===== src/rtl/rf_init_pkg.sv =====
// Shared types, defaults and power-up register table for the RF init sequencer.
// RF_INIT_LOOP_EN adds the GAP state used when the table is replayed forever.
package rf_init_pkg;

    localparam int WORD_W             = 40;
    localparam int DEF_NUM_WORDS      = 16;
    localparam int DEF_RESET_CYCLES   = 2000;
    localparam int DEF_WAIT_CYCLES    = 200;

    typedef enum logic [2:0] {
        ST_IDLE,
        ST_RST_ASSERT,
        ST_RST_WAIT,
        ST_FETCH,
        ST_PRESENT,
`ifdef RF_INIT_LOOP_EN
        ST_DONE,
        ST_GAP
`else
        ST_DONE
`endif
    } state_t;

    // Each word is {8-bit register address, 32-bit payload}.
    localparam logic [WORD_W-1:0] INIT_TABLE [DEF_NUM_WORDS] = '{
        40'h00_0000_0001, 40'h01_0000_00A5, 40'h02_1234_5678, 40'h03_DEAD_BEEF,
        40'h04_0000_FFFF, 40'h05_FFFF_0000, 40'h06_8000_0001, 40'h07_0F0F_0F0F,
        40'h10_C001_D00D, 40'h11_0000_0010, 40'h12_5555_AAAA, 40'h13_AAAA_5555,
        40'h20_0102_0304, 40'h21_F00D_CAFE, 40'h30_7FFF_FFFF, 40'h3F_0000_0000
    };

    // Entries beyond the fixed table are filled with an address-tagged pattern.
    function automatic logic [WORD_W-1:0] table_word(input logic [7:0] idx);
        if (idx < 8'(DEF_NUM_WORDS)) begin
            return INIT_TABLE[idx[3:0]];
        end
        return {idx, 8'h5A, 16'h0000, ~idx};
    endfunction

endpackage


===== src/rtl/rf_init_rom.sv =====
// Init word table with a registered one-cycle read; output holds between reads.
// Read data resets to zero so no stale word survives a system reset.
module rf_init_rom
    import rf_init_pkg::*;
#(
    parameter int NUM_WORDS = DEF_NUM_WORDS
) (
    input  logic              clk,
    input  logic              reset,
    input  logic              rd_en,
    input  logic [7:0]        addr,
    output logic [WORD_W-1:0] rd_data
);

    logic [WORD_W-1:0] data_d;
    logic [WORD_W-1:0] data_q;

    always_comb begin
        data_d = data_q;
        if (rd_en && (int'(addr) < NUM_WORDS)) begin
            data_d = table_word(addr);
        end
    end

    always_ff @(posedge clk or posedge reset) begin
        if (reset) begin
            data_q <= '0;
        end else begin
            data_q <= data_d;
        end
    end

    assign rd_data = data_q;

endmodule


===== src/rtl/rf_init_sequencer.sv =====
// RF chip bring-up: hold XRESET low, settle, then stream the init table to the SPI serializer.
// Define RF_INIT_LOOP_EN to replay the table forever with a WAIT_CYCLES gap between passes.
module rf_init_sequencer
    import rf_init_pkg::*;
#(
    parameter int NUM_WORDS    = DEF_NUM_WORDS,
    parameter int RESET_CYCLES = DEF_RESET_CYCLES,
    parameter int WAIT_CYCLES  = DEF_WAIT_CYCLES
) (
    input  logic        clk,
    input  logic        reset,
    input  logic        start,
    output logic        rf_xreset,
    output logic [39:0] word_data,
    output logic        word_valid,
    input  logic        word_ready,
    output logic [7:0]  word_idx,
    output logic        busy,
    output logic        done
);

    localparam logic [15:0] RST_LOAD  = 16'(RESET_CYCLES - 1);
    localparam logic [15:0] WAIT_LOAD = 16'(WAIT_CYCLES - 1);
    localparam logic [7:0]  LAST_IDX  = 8'(NUM_WORDS - 1);

    state_t      state_d, state_q;
    logic [15:0] cnt_d, cnt_q;
    logic [7:0]  idx_d, idx_q;
    logic        xreset_d, xreset_q;
    logic        valid_d, valid_q;
    logic        busy_d, busy_q;
    logic        done_d, done_q;
    logic        rd_en;

    always_comb begin
        state_d  = state_q;
        cnt_d    = cnt_q;
        idx_d    = idx_q;
        xreset_d = xreset_q;
        valid_d  = valid_q;
        busy_d   = busy_q;
        done_d   = done_q;
        rd_en    = 1'b0;

        case (state_q)
            ST_IDLE, ST_DONE: begin
                if (start) begin
                    state_d  = ST_RST_ASSERT;
                    cnt_d    = RST_LOAD;
                    idx_d    = '0;
                    xreset_d = 1'b0;
                    busy_d   = 1'b1;
                    done_d   = 1'b0;
                end
            end
            ST_RST_ASSERT: begin
                if (cnt_q == '0) begin
                    state_d  = ST_RST_WAIT;
                    cnt_d    = WAIT_LOAD;
                    xreset_d = 1'b1;
                end else begin
                    cnt_d = cnt_q - 16'd1;
                end
            end
            ST_RST_WAIT: begin
                if (cnt_q == '0) begin
                    state_d = ST_FETCH;
                end else begin
                    cnt_d = cnt_q - 16'd1;
                end
            end
            ST_FETCH: begin
                // ROM output lands on the same edge that raises word_valid.
                rd_en   = 1'b1;
                valid_d = 1'b1;
                state_d = ST_PRESENT;
            end
            ST_PRESENT: begin
                if (word_ready) begin
                    valid_d = 1'b0;
                    if (idx_q == LAST_IDX) begin
`ifdef RF_INIT_LOOP_EN
                        state_d = ST_GAP;
                        cnt_d   = WAIT_LOAD;
                        idx_d   = '0;
                        done_d  = 1'b1;
`else
                        state_d = ST_DONE;
                        busy_d  = 1'b0;
                        done_d  = 1'b1;
`endif
                    end else begin
                        idx_d   = idx_q + 8'd1;
                        state_d = ST_FETCH;
                    end
                end
            end
`ifdef RF_INIT_LOOP_EN
            ST_GAP: begin
                done_d = 1'b0;
                if (cnt_q == '0) begin
                    state_d = ST_FETCH;
                end else begin
                    cnt_d = cnt_q - 16'd1;
                end
            end
`endif
            default: begin
                state_d = ST_IDLE;
            end
        endcase
    end

    always_ff @(posedge clk or posedge reset) begin
        if (reset) begin
            state_q  <= ST_IDLE;
            cnt_q    <= '0;
            idx_q    <= '0;
            xreset_q <= 1'b0;
            valid_q  <= 1'b0;
            busy_q   <= 1'b0;
            done_q   <= 1'b0;
        end else begin
            state_q  <= state_d;
            cnt_q    <= cnt_d;
            idx_q    <= idx_d;
            xreset_q <= xreset_d;
            valid_q  <= valid_d;
            busy_q   <= busy_d;
            done_q   <= done_d;
        end
    end

    rf_init_rom #(
        .NUM_WORDS(NUM_WORDS)
    ) u_rom (
        .clk    (clk),
        .reset  (reset),
        .rd_en  (rd_en),
        .addr   (idx_q),
        .rd_data(word_data)
    );

    assign rf_xreset  = xreset_q;
    assign word_valid = valid_q;
    assign word_idx   = idx_q;
    assign busy       = busy_q;
    assign done       = done_q;

endmodule


===== config.mk =====
export PLATFORM = sky130hd
export DESIGN_NAME = rf_init_sequencer
export DESIGN_NICKNAME = d
export VERILOG_FILES = /design/src/rtl/rf_init_pkg.sv /design/src/rtl/rf_init_rom.sv /design/src/rtl/rf_init_sequencer.sv
export SDC_FILE = /design/constraint.sdc
export NUM_CORES = 1
export LEC_CHECK = 0
export ABC_CLOCK_PERIOD_IN_PS = 4500
export BUFFER_PORTS_ARGS = -buffer_cell sky130_fd_sc_hd__clkbuf_2
export CAP_MARGIN = 40
export CORE_MARGIN = 4
export CORE_UTILIZATION = 40
export DETAILED_ROUTE_END_ITERATION = 8
export MAX_ROUTING_LAYER = met4
export SLEW_MARGIN = 20
export SYNTH_ARGS = -nofsm -noshare
export SYNTH_HDL_FRONTEND = slang
export SYNTH_SLANG_ARGS = --single-unit

===== constraint.sdc =====
create_clock -name clk -period 4.5 [get_ports clk]
set_clock_uncertainty 0.1 [all_clocks]
set_input_delay 1.35 -clock clk [delete_from_list [all_inputs] [get_ports clk]]
set_output_delay 1.35 -clock clk [all_outputs]
set_load 0.05 [all_outputs]

==> summary.txt, run 1 <==
Pwr
  • Cell Pwr Density: approximately 750 nW/um^2
  • Peak supply drop: between 0.4 and 0.5 mV
  • Leakage Power: roughly 1.9 nW

Critical path
  • CP Buf/Inv Count: 1
  • Crit path max fanout: 30
  • Critical path required time: 3.05 ns
  • Worst Setup End Kind: output pin
  • Crit-path leading delay family: flip-flops
  • CP max-delay cell: dfrtp_1
  • Critical Path Source Type: flop
  • Critical path type: flop to output pin
  • Crit path arrival time: about 1.7 ns
  • CP cell instances: clkbuf_2
  • Max stage delay on crit path: ~0.9 ns

STA
  • Final Critical Period: around 3.1 ns
  • Normalized max-slew margin: 0.444
  • Hold Fails Final Rpt: 0
  • Fmax: 0.323 GHz
  • Unrepaired setup endpoints after global routing: false
  • Fin Setup TNS: 0 ns
  • Final period util: 0.688
  • Max-slew violation count: 0
  • Final WS setup: around 1.4 ns
  • Final setup viols: 0
  • Worst Tran Pin Value: between 0.8 and 0.9 ns

Synth
  • Gate Count Post-Synth: 424
  • Synth Area per Inst: between 9 and 10 um^2
  • Synth area leaders: dfrtp_1 44%, o21ai_0 6.0%, nand2_1 5.3%, nor2_1 4.2%, a21oi_1 3.8%
  • Synth area leader: dfrtp_1
  • Cell area after synthesis: 3840 um^2
  • Area share of the largest cell type after synthesis: 0.443
  • Top FF cell, synth: dfrtp_1
  • Number of synthesized flops with an enable pin: 0
  • Count leader, synth: dfrtp_1
  • Async SR Flop Fraction: 1.00
  • Synth warn: 0
  • Most frequent cells after synthesis: 68 x dfrtp_1, 54 x nand2_1, 46 x o21ai_0, 43 x nor2_1, 29 x a21oi_1
  • Sequential-to-total area share from yosys stat: 0.443
  • Synthesis-stage register bit count: 68
  • Post-synthesis cell type count: 60

Placement
  • DP Wirelength: about 6700 um
  • Port bufs: 53
  • Dpl ws: between 1 and 1.5 ns
  • Area after DPL: 4200 um^2
  • Routability cong.: roughly 0.85
  • Placed cell count: just under 600

Global routing
  • Initial antenna violation count: 0
  • First-pass GRT wire length: approximately 16000 um
  • Vias in the first global route: around 3200
  • Largest net degree at the start of global routing: 42
  • GRT overflow: 0
  • Global Route Usage Sum: 0.178

Clock tree
  • Setup Buffers After CTS: 0
  • Clk slew on worst S/H paths: 0.08 ns
  • Clock H-tree levels: 3
  • Post_cts resized: 0
  • Hold_buf cts: 0
  • Num CTS Buffers: 9
  • Root buffer cell: clkbuf_8
  • Clk_lat worst skew: approximately 0.35 ns
  • Sink Count: approximately 70
  • CTS tree: yes
  • Worst-case clock buffer depth: 2

Layout
  • Nets: approximately 480
  • Design Area, Final: between 4000 and 5000 um^2
  • Ratio of cells with drive above 1 in the final layout: 0.198
  • ANT cells: 0
  • Post-Route Utilization: 0.478
  • Fin cells: ~600
  • Area Overhead vs Synth: 15.7%

Route
  • Wirelength, routed: between 9000 and 10000 um
  • Antenna Nets Post-Route: 0
  • Vias per cell: approximately 5.5
  • DR WL/cell: between 15 and 20 um
  • Detailed Route Iter0 Violations: 109
  • DRC: 0
  • Drt first pass iters: 5
  • Vias: between 3000 and 4000

Run status
  • Outcome: completed

Die
  • Die area: 11200 um^2
  • Starting Density: 0.413
  • Placeable Area: 9280 um^2
  • Row count: 35
  • IO Pins: 56
  • Die Wd: 106 um
  • Die extent in y: between 100 and 150 um

Run
  • Max-cap viol count: 0

Worst hold path
  • Hold Crit Class: flop to flop
[cell families after synthesis]
kind of cell / after synthesis / share of synthesized area
compound gates: 128 / 0.217
xor+xnor: 7 / 0.0160
flops: 68 / 0.443
mux: 4 / 0.0111
buf+inv: 37 / 0.0427
other cells: 1 / 0.000977
fa+ha+maj: 11 / 0.0359
simple gates: 168 / 0.233
[report_power, final]
part	switching [mW]	total [mW]	internal (mW)
sequential	0.194	1.00	0.809
clock	0.253	0.597	0.343
combinational	1.21	1.72	0.517
[worst register-to-register path, cell delays in order (launching register included)]
cell and delay (ns):
dfrtp_1 0.46, nor4_1 0.60, and3_1 0.75, o21ai_0 0.47
o22a_1 0.29
[routing by layer]
layer	GRT usage	vias up	routed length, um
met4	0.0444	0	104
met3	0.0352	11	380
met1	0.240	1604	4430
li1	-	1604	-
met5	-	-	0
met2	0.278	68	4450
[cells in the final DEF (no fill, tap or decap), types with 3 or more instances in the layout]
cell type  Yosys  layout
buf_4          4       5
nor4_1         3       3
inv_1         11      10
and2_1         5       5
o21a_1         3       3
a211oi_1       5       5
dfrtp_1       68      68
clkbuf_8       0      11
nor3_1        12      12
ha_1          11      11
or4_1          5       5
nor2b_1       10      10
clkbuf_2       0      53
o21ai_0       46      46
nor4_4         3       3
or3_1          5       5
nand2_1       54      54
nor2_1        43      43
o31ai_1        5       5
nand2b_1       4       4
nand3_1        7       7
xnor2_1        5       5
a31oi_1        6       6
o22a_1        11      11
a21oi_1       29      29
[metrics by stage]
step / hold slack (ns) / power [mW]
finish: 0.381 / 3.32
CTS: 0.389 / 3.36
global route: 0.415 / 3.55
detailed placement: 0.370 / 2.76
global placement: 0.362 / 2.72
floorplan: 0.414 / 2.37
[state kept, by name, summed over array words and instances, names as in the netlist]
name,cells
u_rom.rd_data,37
cnt_q,16
word_idx,8
state_q,3
busy,1
done,1
rf_xreset,1
word_valid,1
[worst paths after layout]
| kind | from | endpoint | slack, ns | cells after the start |
|---|---|---|---|---|
| worst max-delay path | word_idx[2] | word_idx[2] | 1.40 | 1 |
| worst min-delay path | u_rom.rd_data[32] | u_rom.rd_data[32] | 0.38 | 2 |
| worst max register to register | word_idx[4] | u_rom.rd_data[16] | 1.73 | 4 |
| worst min register to register | u_rom.rd_data[32] | u_rom.rd_data[32] | 0.38 | 2 |
| max in group asynchronous | reset | u_rom.rd_data[29] | 2.80 | 3 |
| min in group asynchronous | reset | cnt_q[4] | 0.85 | 2 |
[final cells by class]
cell class / instances / area, um^2
Clock inverter: 5 / 83.8
Tap cell: 129 / 161
Sequential cell: 68 / 1700
Multi-Input combinational cell: 320 / 1980
Timing Repair Buffer: 59 / 323
Inverter: 11 / 41.3
Fill cell: 937 / 4850
Clock buffer: 11 / 151
Note: power is estimated with default switching activity, not from simulation.
==> run 2: changes to the inputs <==
--- a/config.mk
+++ b/config.mk
@@ -5,7 +5,7 @@
 export SDC_FILE = /design/constraint.sdc
 export NUM_CORES = 1
 export LEC_CHECK = 0
-export ABC_CLOCK_PERIOD_IN_PS = 4500
+export ABC_CLOCK_PERIOD_IN_PS = 2700
 export BUFFER_PORTS_ARGS = -buffer_cell sky130_fd_sc_hd__clkbuf_2
 export CAP_MARGIN = 40
 export CORE_MARGIN = 4
==> constraint.sdc (replaced) <==
create_clock -name clk -period 2.7 [get_ports clk]
set_clock_uncertainty 0.1 [all_clocks]
set_input_delay 0.81 -clock clk [delete_from_list [all_inputs] [get_ports clk]]
set_output_delay 0.81 -clock clk [all_outputs]
set_load 0.05 [all_outputs]
==> run 2 against run 1 <==
  * Combinational power up 72%
  * First-iteration DRC count up 22%
  * Final cell count up 1.3%
  * Critical path type is now flop to flop
  * Count of clock-buffer cells in the layout down 2
  * Sequential cell count unchanged
  * Total power up 67%
  * Register-to-register slack worse by 1.4 ns
  * Global-route usage about the same
  * Design area up 1.1%
  * Wire length down 1.4%
  * Worst setup slack worse by 1.0 ns
==> summary.txt, run 2 (synthesis results as in run 1) <==
STA
  • Final WS setup: 0.362 ns (was 1.40 ns)
  • Unrepaired setup endpoints after global routing: false (unchanged)
  • Worst Tran Pin Value: 0.648 ns (was 0.835 ns)
  • Final setup viols: 0 (unchanged)
  • Final period util: 0.866
  • Max-slew violation count: 0 (unchanged)
  • Final Critical Period: about 2.3 ns
  • Fin Setup TNS: 0 ns (unchanged)
  • Hold Fails Final Rpt: 0 (unchanged)
  • Fmax: 0.428 GHz
  • WHS: 0.303 ns (was 0.381 ns)
  • Normalized max-slew margin: 0.564 (was 0.444)

Worst hold path
  • Hold Crit Class: input pin to async pin (was flop to flop)

Global routing
  • Initial antenna violation count: 0 (unchanged)
  • GRT overflow: 0 (unchanged)
  • First-pass GRT wire length: 15800 um (was 16000 um)
  • Vias in the first global route: 3136 (was 3154)
  • Largest net degree at the start of global routing: 56 (was 42)
  • Global Route Usage Sum: 0.178 (about the same)

Die
  • Die extent in y: 106 um (unchanged)
  • Row count: 35 (unchanged)
  • Die area: 11200 um^2 (unchanged)
  • IO Pins: 56 (unchanged)
  • Placeable Area: 9280 um^2 (unchanged)
  • Die Wd: 106 um (unchanged)
  • Starting Density: 0.413 (unchanged)

Clock tree
  • Worst-case clock buffer depth: 2 (unchanged)
  • Clock H-tree levels: 3 (unchanged)
  • Setup Buffers After CTS: 0 (unchanged)
  • Post_cts resized: 0 (unchanged)
  • Clk slew on worst S/H paths: 0.08 ns (about the same)
  • Hold_buf cts: 0 (unchanged)
  • Sink Count: 68 (unchanged)
  • Root buffer cell: clkbuf_8 (unchanged)
  • Clk_lat worst skew: 0.35 ns (about the same)
  • Num CTS Buffers: 9 (unchanged)
  • CTS tree: yes (unchanged)

Critical path
  • Crit-path leading delay family: simple AND/OR/NAND/NOR gates (was flip-flops)
  • CP cell instances: inv_1, ha_1, nor3b_1, and4_2, a21oi_1, a21boi_0, or3_1 (was clkbuf_2)
  • Critical path required time: 2.83 ns (was 3.05 ns)
  • CP max-delay cell: a21oi_1 (was dfrtp_1)
  • Critical path type: flop to flop (was flop to output pin)
  • Max stage delay on crit path: 0.44 ns (was 0.89 ns)
  • Crit path max fanout: 6 (was 30)
  • Critical Path Source Type: flop (unchanged)
  • Crit path arrival time: 2.47 ns (was 1.65 ns)
  • Worst Setup End Kind: flop (was output pin)
  • CP Buf/Inv Count: 1 (unchanged)

Layout
  • Most frequent cells in the layout: 68 x dfrtp_1, 54 x nand2_1, 53 x clkbuf_2 (unchanged)
  • Ratio of cells with drive above 1 in the final layout: 0.212 (was 0.198)
  • ANT cells: 0 (unchanged)
  • Most common cell after layout, fill and taps aside: dfrtp_1 (unchanged)
  • Max FFs per register: 37 (unchanged)
  • Nets: 492 (was 484)
  • Post-Route Utilization: 0.483 (was 0.478)
  • Area Overhead vs Synth: 17.0% (was 15.7%)
  • Fillers: 932 (was 937)

Placement
  • DP Wirelength: 6570 um (was 6660 um)
  • Dpl ws: 0.221 ns (was 1.35 ns)
  • Routability cong.: 0.915 (was 0.848)
  • Port bufs: 53 (unchanged)

Route
  • DRC: 0 (unchanged)
  • Vias: 3274 (was 3287)
  • Antenna Nets Post-Route: 0 (unchanged)
  • Detailed Route Iter0 Violations: 133 (was 109)
  • Vias per cell: 5.36 (was 5.45)
  • Drt first pass iters: 6 (was 5)
  • Wirelength, routed: 9230 um (was 9360 um)
  • DR WL/cell: 15.1 um (was 15.5 um)

Pwr
  • Total design power: 5.56 mW (was 3.32 mW)
  • Comb power frac: 0.532 (was 0.519)
  • Internal cell power: 2.79 mW (was 1.67 mW)
  • Power share of the clock group: 0.171 (was 0.179)
  • Leakage Power: 1.96 nW (was 1.92 nW)
  • Psw: 2.78 mW (was 1.66 mW)
  • Cell Pwr Density: 1240 nW/um^2 (was 749 nW/um^2)
  • Sequential power share: 0.298 (was 0.302)
  • Switching Share: 0.499 (was 0.498)
  • Peak supply drop: 0.597 mV (was 0.404 mV)

Run status
  • Outcome: completed (unchanged)

Run
  • Max-cap viol count: 0 (unchanged)
[run 2: layout make-up]
type / count / area (um^2) / area share
multi-input cells: 320 / 1980 / 0.440
inverters: 11 / 41.3 / 0.00920
flip-flops and latches: 68 / 1700 / 0.379
well taps: 129 / 161 / 0.0360
repair buffers: 67 / 383 / 0.0853
clock inverters: 7 / 101 / 0.0226
clock buffers: 9 / 124 / 0.0276
[run 2: routing by layer]
layer / track usage / wire length, um / vias to the layer above
li1: - / - / 1620
met1: 0.241 / 4460 / 1584
met2: 0.272 / 4300 / 60
met3: 0.0273 / 351 / 10
met4: 0.0657 / 118 / 0
met5: - / 0 / -
[run 2: stage by stage]
| stage | cell area, um^2 | instances |
|---|---|---|
| 2_1_floorplan | 3840 | 425 |
| 3_3_place_gp | 4260 | 595 |
| 3_5_place_dp | 4260 | 595 |
| 4_1_cts | 4490 | 611 |
| 5_1_grt | 4490 | 611 |
| 6_report | 4490 | 611 |
[run 2: worst paths after layout]
path	to	cells after the start	start	slack [ns]
worst max-delay path	cnt_q[2]	7	cnt_q[0]	0.36
worst min-delay path	u_rom.rd_data[18]	2	reset	0.30
worst max register to register	cnt_q[2]	7	cnt_q[0]	0.36
worst min register to register	u_rom.rd_data[32]	2	u_rom.rd_data[32]	0.38
max in group asynchronous	cnt_q[13]	3	reset	1.58
min in group clk	u_rom.rd_data[32]	2	u_rom.rd_data[32]	0.38
[run 2: power by group through the flow]
| stage | clock, mW | sequential, mW | combinational [mW] |
|---|---|---|---|
| 2_1_floorplan | 0 | 2.44 | 1.51 |
| 3_3_place_gp | 0 | 1.67 | 2.94 |
| 3_5_place_dp | 0 | 1.68 | 2.98 |
| 4_1_cts | 0.978 | 1.65 | 2.98 |
| 5_1_grt | 1.03 | 1.72 | 3.22 |
| 6_report | 0.949 | 1.66 | 2.96 |
==> run 3: changes to the inputs <==
--- a/config.mk
+++ b/config.mk
@@ -11,6 +11,7 @@
 export CORE_MARGIN = 4
 export CORE_UTILIZATION = 40
 export DETAILED_ROUTE_END_ITERATION = 8
+export GPL_TIMING_DRIVEN = 1
 export MAX_ROUTING_LAYER = met4
 export SLEW_MARGIN = 20
 export SYNTH_ARGS = -nofsm -noshare
==> constraint.sdc (replaced) <==
create_clock -name clk -period 2.7 [get_ports clk]
set_clock_uncertainty 0.1 [all_clocks]
set_input_delay 0.405 -clock clk [delete_from_list [all_inputs] [get_ports clk]]
set_output_delay 0.405 -clock clk [all_outputs]
set_load 0.05 [all_outputs]
==> run 3 against run 2 <==
  * Design area about the same
  * Fmax decreased by 2.4%
  * Hold slack got worse by 0.30 ns
  * Register-to-register slack got worse by 0.06 ns
  * Critical path depth decreased by 1
  * Sequential power decreased by 2%
  * Clock power decreased by 1%
  * Worst setup slack got worse by 0.057 ns
  * Core utilization about the same
  * Critical path type unchanged
  * Largest cell class unchanged
==> summary.txt, run 3 (synthesis results as in run 1) <==
Clock tree
  • Worst-case clock buffer depth: 2 (unchanged)
  • Clk_lat worst skew: 0.34 ns (was 0.35 ns)
  • CTS tree: yes (unchanged)
  • Clk slew on worst S/H paths: 0.07 ns (was 0.08 ns)
  • Sink Count: 68 (unchanged)
  • Root buffer cell: clkbuf_8 (unchanged)
  • Num CTS Buffers: 9 (unchanged)
  • Clock H-tree levels: 3 (unchanged)
  • Post_cts resized: 0 (unchanged)
  • Hold_buf cts: 0 (unchanged)
  • Setup Buffers After CTS: 0 (unchanged)

Critical path
  • Critical Path Source Type: flop (unchanged)
  • Critical path type: flop to flop (unchanged)
  • Critical path required time: 2.86 ns (was 2.83 ns)
  • Crit path max fanout: 14 (was 6)
  • Worst Setup End Kind: flop (unchanged)
  • R2R cell count: 6 (was 7)
  • Crit path arrival time: 2.56 ns (was 2.47 ns)

STA
  • Final period util: 0.887 (was 0.866)
  • Final WS setup: 0.306 ns (was 0.362 ns)
  • Final Critical Period: 2.39 ns (was 2.34 ns)
  • Worst Tran Pin Value: 0.570 ns (was 0.648 ns)
  • Fmax: 0.418 GHz (was 0.428 GHz)
  • Max-slew violation count: 0 (unchanged)
  • WHS: 0.000350 ns (was 0.303 ns)
  • Unrepaired setup endpoints after global routing: false (unchanged)
  • Hold Fails Final Rpt: 0 (unchanged)
  • Final setup viols: 0 (unchanged)
  • Fin Setup TNS: 0 ns (unchanged)
  • Normalized max-slew margin: 0.620 (was 0.564)

Die
  • Starting Density: 0.413 (unchanged)
  • Die area: 11200 um^2 (unchanged)
  • IO Pins: 56 (unchanged)
  • Die extent in y: 106 um (unchanged)
  • Row count: 35 (unchanged)
  • Placeable Area: 9280 um^2 (unchanged)
  • Die Wd: 106 um (unchanged)

Placement
  • Area after DPL: 4260 um^2 (about the same)
  • Port bufs: 53 (unchanged)
  • Dpl ws: 0.359 ns (was 0.221 ns)
  • DP Wirelength: 6500 um (was 6570 um)
  • Routability cong.: 0.876 (was 0.915)
  • Placed cell count: 593 (was 595)

Global routing
  • GRT overflow: 0 (unchanged)
  • Initial antenna violation count: 0 (unchanged)
  • Global Route Usage Sum: 0.176 (was 0.178)
  • Largest net degree at the start of global routing: 43 (was 56)
  • Vias in the first global route: 3148 (was 3136)
  • First-pass GRT wire length: 15700 um (was 15800 um)

Layout
  • Area occupied by multi-input gates: 1980 um^2 (unchanged)
  • Post-Route Utilization: 0.483 (about the same)
  • Ratio of cells with drive above 1 in the final layout: 0.206 (was 0.212)
  • Most common cell after layout, fill and taps aside: dfrtp_1 (unchanged)
  • Design Area, Final: 4490 um^2 (about the same)
  • Max FFs per register: 37 (unchanged)
  • Fin cells: 609 (was 611)
  • Fillers: 915 (was 932)
  • Nets: 490 (was 492)
  • Most frequent cells in the layout: 68 x dfrtp_1, 54 x nand2_1, 53 x clkbuf_2 (unchanged)
  • Seq. cell area: 1700 um^2 (unchanged)
  • ANT cells: 0 (unchanged)
  • Area Overhead vs Synth: 16.9% (was 17.0%)

Route
  • Wirelength, routed: 9020 um (was 9230 um)
  • Vias per cell: 5.37 (was 5.36)
  • Vias: 3270 (was 3274)
  • DR WL/cell: 14.8 um (was 15.1 um)
  • Detailed Route Iter0 Violations: 143 (was 133)
  • Antenna Nets Post-Route: 0 (unchanged)
  • Drt first pass iters: 4 (was 6)
  • DRC: 0 (unchanged)

Pwr
  • Cell Pwr Density: 1240 nW/um^2 (about the same)
  • Power share of the clock group: 0.169 (was 0.171)
  • Peak supply drop: 0.638 mV (was 0.597 mV)
  • Internal cell power: 2.82 mW (was 2.79 mW)
  • Comb power frac: 0.539 (was 0.532)
  • Sequential power share: 0.292 (was 0.298)
  • Switching Share: 0.492 (was 0.499)
  • Leakage Power: 1.95 nW (was 1.96 nW)
  • Psw: 2.73 mW (was 2.78 mW)
  • Total design power: 5.55 mW (was 5.56 mW)

Worst hold path
  • Hold Crit Class: input pin to async pin (unchanged)

Run
  • Max-cap viol count: 0 (unchanged)

Run status
  • Outcome: completed (unchanged)
## run 3: cell count changes in the layout (fill, tap and decap cells not counted), sizes merged
cell	previous run	this run
buf	14	12
clkinv	3	2
clkbuf	62	64
clkinvlp	2	1
## run 3: final timing paths
kind	slack (ns)	endpoint	startpoint
max	0.31	word_idx[3]	word_idx[1]
min	0.0003	u_rom.rd_data[18]	reset
max reg2reg	0.31	word_idx[3]	word_idx[1]
min reg2reg	0.38	u_rom.rd_data[31]	u_rom.rd_data[31]
max in group asynchronous	1.87	u_rom.rd_data[33]	reset
min in group clk	0.32	word_valid	word_ready
## run 3: final cells by class
type,instances,share of cell area
multi-input combinational,320,0.440
sequential,68,0.379
tap,129,0.0360
timing repair buffer,65,0.0848
clock buffer,11,0.0315
clock inverter,5,0.0190
inverter,11,0.00920
## run 3: critical path: stages (launching register included)
cell	delay [ns]
dfrtp_1	0.55
ha_1	0.32
and3_1	0.22
a31oi_1	0.16
nand3b_1	0.30
or4_1	0.59
nand3_1	0.09
## run 3: power by group through the flow
stage | Clock, mW | Combinational, mW | Sequential [mW]
2_1_floorplan | 0 | 1.51 | 2.44
3_3_place_gp | 0 | 2.98 | 1.63
3_5_place_dp | 0 | 3.01 | 1.64
4_1_cts | 0.975 | 3.02 | 1.62
5_1_grt | 1.02 | 3.27 | 1.67
6_report | 0.939 | 2.99 | 1.62
## run 3: per-layer routing
| metal | global-route usage | share of wire | vias to the layer above |
|---|---|---|---|
| li1 | - | - | 1617 |
| met1 | 0.229 | 0.46 | 1554 |
| met2 | 0.280 | 0.48 | 91 |
| met3 | 0.0346 | 0.047 | 8 |
| met4 | 0.0518 | 0.0089 | 0 |
| met5 | - | 0 | - |
